## config.mk

```make
export PLATFORM = sky130hd
export DESIGN_NAME = serial_addsub_2b
export DESIGN_NICKNAME = d
export VERILOG_FILES = /design/src/rtl/serial_addsub_2b.sv
export SDC_FILE = /design/constraint.sdc
export NUM_CORES = 1
export LEC_CHECK = 0
export CAP_MARGIN = 0
export CORE_AREA = 3 3 114 116
export DETAILED_ROUTE_END_ITERATION = 8
export DIE_AREA = 0 0 117 119
export PLACE_DENSITY = 0.62
export SLEW_MARGIN = 20
export SYNTH_ARGS = -nofsm -noshare
export SYNTH_HDL_FRONTEND = slang
export SYNTH_SLANG_ARGS = --single-unit
```

## constraint.sdc

```tcl
create_clock -name clock -period 2.6 [get_ports clock]
set_input_delay 0.26 -clock clock [delete_from_list [all_inputs] [get_ports clock]]
set_output_delay 0.26 -clock clock [all_outputs]
set_load 0.01 [all_outputs]
```

## src/rtl/serial_addsub_2b.sv

```systemverilog
// Multi-cycle WIDTH-bit adder/subtractor: one 2-bit ripple slice per cycle, LSB first,
// with the slice carry registered between cycles and a start/done handshake.
module serial_addsub_2b #(
  parameter int unsigned WIDTH = 32
) (
  input  logic             clock,
  input  logic             reset,
  input  logic             start,
  input  logic             op_sub,
  input  logic [WIDTH-1:0] data_a,
  input  logic [WIDTH-1:0] data_b,
  output logic             ready,
  output logic             busy,
  output logic             done,
  output logic [WIDTH-1:0] result,
  output logic             carry_out,
  output logic             overflow
);

  localparam int unsigned N     = WIDTH / 2;
  localparam int unsigned CNT_W = (N > 1) ? $clog2(N) : 1;
  localparam int unsigned IDX_W = CNT_W + 1;

  typedef enum logic [1:0] {
    IDLE = 2'd0,
    RUN  = 2'd1,
    DONE = 2'd2
  } state_t;

  state_t           state;
  state_t           state_next;
  logic [CNT_W-1:0] cnt;
  logic             carry;
  logic [WIDTH-1:0] op_a;
  logic [WIDTH-1:0] op_b;

  logic             accept_c;
  logic             last_c;
  logic             c1_c;
  logic             c2_c;
  logic [1:0]       sum_c;
  logic [IDX_W-1:0] idx_c;

  always_ff @(posedge clock) begin
    if (reset) begin
      state <= IDLE;
    end else begin
      state <= state_next;
    end
  end

  always_comb begin
    state_next = state;
    accept_c   = 1'b0;
    case (state)
      IDLE: begin
        if (start) begin
          accept_c   = 1'b1;
          state_next = RUN;
        end
      end
      RUN: begin
        if (last_c) begin
          state_next = DONE;
        end
      end
      DONE: begin
        // a start here restarts immediately without passing through IDLE
        if (start) begin
          accept_c   = 1'b1;
          state_next = RUN;
        end else begin
          state_next = IDLE;
        end
      end
      default: state_next = IDLE;
    endcase
  end

  // 2-bit ripple slice on the low bits of the shifting operand registers
  always_comb begin
    last_c   = (cnt == CNT_W'(N - 1));
    idx_c    = {cnt, 1'b0};
    sum_c[0] = op_a[0] ^ op_b[0] ^ carry;
    c1_c     = (op_a[0] & op_b[0]) | (carry & (op_a[0] ^ op_b[0]));
    sum_c[1] = op_a[1] ^ op_b[1] ^ c1_c;
    c2_c     = (op_a[1] & op_b[1]) | (c1_c & (op_a[1] ^ op_b[1]));
  end

  assign busy  = (state == RUN);
  assign ready = (state != RUN);
  assign done  = (state == DONE);

  always_ff @(posedge clock) begin
    if (reset) begin
      cnt       <= '0;
      carry     <= 1'b0;
      op_a      <= '0;
      op_b      <= '0;
      result    <= '0;
      carry_out <= 1'b0;
      overflow  <= 1'b0;
    end else if (accept_c) begin
      cnt   <= '0;
      carry <= op_sub;
      op_a  <= data_a;
      op_b  <= op_sub ? ~data_b : data_b;
    end else if (state == RUN) begin
      result[idx_c +: 2] <= sum_c;
      carry              <= c2_c;
      cnt                <= cnt + CNT_W'(1);
      op_a               <= op_a >> 2;
      op_b               <= op_b >> 2;
      if (last_c) begin
        carry_out <= c2_c;
        overflow  <= c1_c ^ c2_c;
      end
    end
  end

endmodule

```

==> impl_metrics.csv <==
group,metric,value,unit
setup_path,worst_setup_path_end_kind,"primary output",
grt,track_usage,0.161,
grt,overflow,0,
yosys,muxShareOfSynthArea,0.0705,
yosys,yosys_warnings,0,
yosys,synth_fa_ha_area_frac,0.0187,
sta,setup_violations,0,
sta,final.setup.tns,0,ns
clock_network,cts_sinks,105,
setup_path,startpoint_type,"flip-flop",
sta,finalHoldViolations,0,
placement,numPortBuffers,104,
grt,grt_max_degree,71,
floorplan,initial_core_util,0.402,
setup_path,reg2reg_to,"result[7]",
sta,fin_ws,0.384,ns
grt,grt_busiest_layer,"met2",
clock_network,path_clk_slew,0.07,ns
setup_path,critical_path.slowest_cell,"clkdlybuf4s50_1",
sta,relSlewSlack,0.413,
routing,route.detailed.drc,0,
final_layout,final_cell_mix,"dfxtp_1, clkdlybuf4s50_1, a22oi_1, nand2_1, a21oi_1",
routing,vias,3891,
clock_network,post_cts_resized,0,
floorplan,dieHeight,119,microns
final_layout,diodes,0,
yosys,synth_fp_nets,589,
hold_path,min_from,"reset",
yosys,syn-instance-count,515,
final_layout,finalInstanceArea,6210,sq um
run,drv_cap,0,
final_layout,final_nets,670,
clock_network,post_cts_buffers,0,
yosys,synth.distinct_cells,42,
yosys,synth_top_cell_area_share,0.435,
yosys,synth_top_family_by_area,"compound AO/OA/AOI/OAI gates",
yosys,synth_area,4830,sq um
clock_network,cts_made_buffers,9,
floorplan,die_area,13900,sq um
yosys,synth-simple-area-share,0.163,
yosys,synth_compound_area_frac,0.182,
clock_network,max-clock-path-buffers,2,
placement,post-place-ws,0.362,ns
grt,grtUsageMet2,0.268,
placement,dpl_cell_area,5880,sq um
setup_path,r2r-start,"carry",
sta,max_freq,451,MHz
sta,finalCritPeriodShare,0.852,
grt,grt_first_pass_wirelength,18.1,mm
routing,firstDrtPassIters,6,
sta,rsz0062_at_grt,"false",
hold_path,worstHoldEndpoint,"result[0]",
grt,use_met1,0.208,
final_layout,drive_above_1_share,0.0768,
floorplan,pin_count,105,
clock_network,htree_levels,3,
routing,wl,11.2,mm
setup_path,ff2ff_setup_slack,0.39,ns
setup_path,path_class,"reg -> out",
routing,detail_route.vias_per_cell,5.22,
sta,period_minus_slack,2.22,ns
hold_path,min_path_type,"in -> reg",
clock_network,hold_buffers,0,
final_layout,layout_commonest_cell,"dfxtp_1",
yosys,yosysSeqAreaShare,0.435,
final_layout,syn_to_final_growth,28.6,%
setup_path,critPathArrivalTime,1.96,ns
placement,hpwl,7.81,mm
final_layout,fill_cells,1105,
routing,drt_iter0_markers,214,
sta,finClkSkew,0.00850,ns
floorplan,coreArea,12000,sq um
routing,ant_nets,0,
routing,wl_per_cell,15.0,microns
status,status,"complete, no violations",
grt,antenna_found_initial,0,
placement,gp_congestion,0.798,
power,p_per_area,605,nW/um^2
clock_network,clk_latency,0.34,ns
sta,final-max-slew-violation-count,0,
floorplan,rows,40,
sta,worst_slew_pin_slew,0.880,ns
yosys,synthTopCellsByArea,"dfxtp_1, a22oi_1, mux2i_1, a21oi_1, xor2_1",
yosys,ys_ff_latch,105,
yosys,synth_top_cell_by_area,"dfxtp_1",
power,p_leak,2.32,nW
floorplan,dieWidth,117,microns
setup_path,cp_max_fo,18,
final_layout,utilization,0.517,
clock_network,ctsRootBufferMaster,"clkbuf_16",
grt,grt_use_met3,0.0254,
setup_path,cp.required,2.34,ns
setup_path,crit_chain,"nand2b_4 > inv_2 > buf_4 > clkdlybuf4s50_1",
setup_path,slowest_delay,0.57,ns
power,irDropWorstVdd,0.269,mV
yosys,synth-xor-area-share,0.0757,
grt,grt_pass1_vias,3755,
yosys,synth_area_per_cell,9.38,sq um
hold_path,min_path_cells,2,
clock_network,cts_tree,"built",
setup_path,reg2reg_depth,5,
-- where the power goes --
part | leakage [nW] | internal [W] | total (W) | switching, W
registers | 0.857 | 0.00169 | 0.00174 | 0.0000470
clock network | 0.162 | 0.000932 | 0.00151 | 0.000581
logic | 1.30 | 0.000238 | 0.000504 | 0.000266
-- per-layer routing --
metal / vias up / routed length, microns
met5: - / 0
met4: 0 / 175
met3: 13 / 478
met2: 93 / 5550
met1: 1825 / 5000
li1: 1960 / -
-- flip-flops by register name, indices dropped and copies added, names as in the netlist --
| register | cells |
|---|---|
| carry_out | 1 |
| cnt | 4 |
| result | 32 |
| state | 2 |
| op_a | 32 |
| carry | 1 |
| op_b | 32 |
| overflow | 1 |
-- critical path: cells and delay by family, from the launching register on --
family / cells / cell delay [ns]
buf+inv: 3 / 0.99
flops: 1 / 0.51
simple gates: 1 / 0.11
-- cell type report --
type                       instances  area, sq um  area share
timing repair buffer             114         1110       0.178
tap                              147          184      0.0296
inverter                           3         11.3     0.00181
multi-input combinational        363         2470       0.399
clock buffer                       9          225      0.0363
sequential                       105         2100       0.339
clock inverter                     5          104      0.0167
-- per-stage QoR --
stage               total power (W)  std cells  hold WS (ns)
floorplan                   0.00210        515         0.421
global placement            0.00227        732         0.442
detailed placement          0.00228        732         0.447
CTS                         0.00379        746         0.153
global route                0.00392        746         0.177
finish                      0.00375        746         0.163
-- cells by family (layout without fill, tap and decap cells) --
| family | after synthesis | after routing |
|---|---|---|
| buf+inv | 47 | 131 |
| simple gates | 148 | 148 |
| mux | 34 | 34 |
| compound gates | 135 | 135 |
| flops | 105 | 105 |
| xor+xnor | 40 | 40 |
| fa+ha+maj | 6 | 6 |
-- cell usage after synthesis, drive strengths merged --
cell	number
dfxtp	105
nand2b	34
and4	4
ha	4
buf	23
or3	2
and2b	1
nand3	9
o22ai	2
nor2	14
xor2	37
and3	1
nor3	5
o32ai	2
nand2	63
fa	2
a21o	2
nor3b	1
a21bo	1
nand4	4
a21oi	63
a22oi	65
mux2i	34
clkbuf	21
inv	3
nor4b	1
nor4	1
nand4b	3
nor2b	4
xnor2	3
or2	1
-- how the worst max path moves through the flow --
| stage | startpoint | end | slack (ns) |
|---|---|---|---|
| 2_1_floorplan | carry | result[7] | 0.55 |
| 3_3_place_gp | carry | result[31] | 0.45 |
| 3_5_place_dp | carry | result[31] | 0.36 |
| 4_1_cts | carry | result[31] | 0.35 |
| 5_1_grt | carry | result[23] | 0.26 |
| 6_report | state[0] | busy | 0.38 |
No activity file was read; power rests on OpenSTA's default activity.
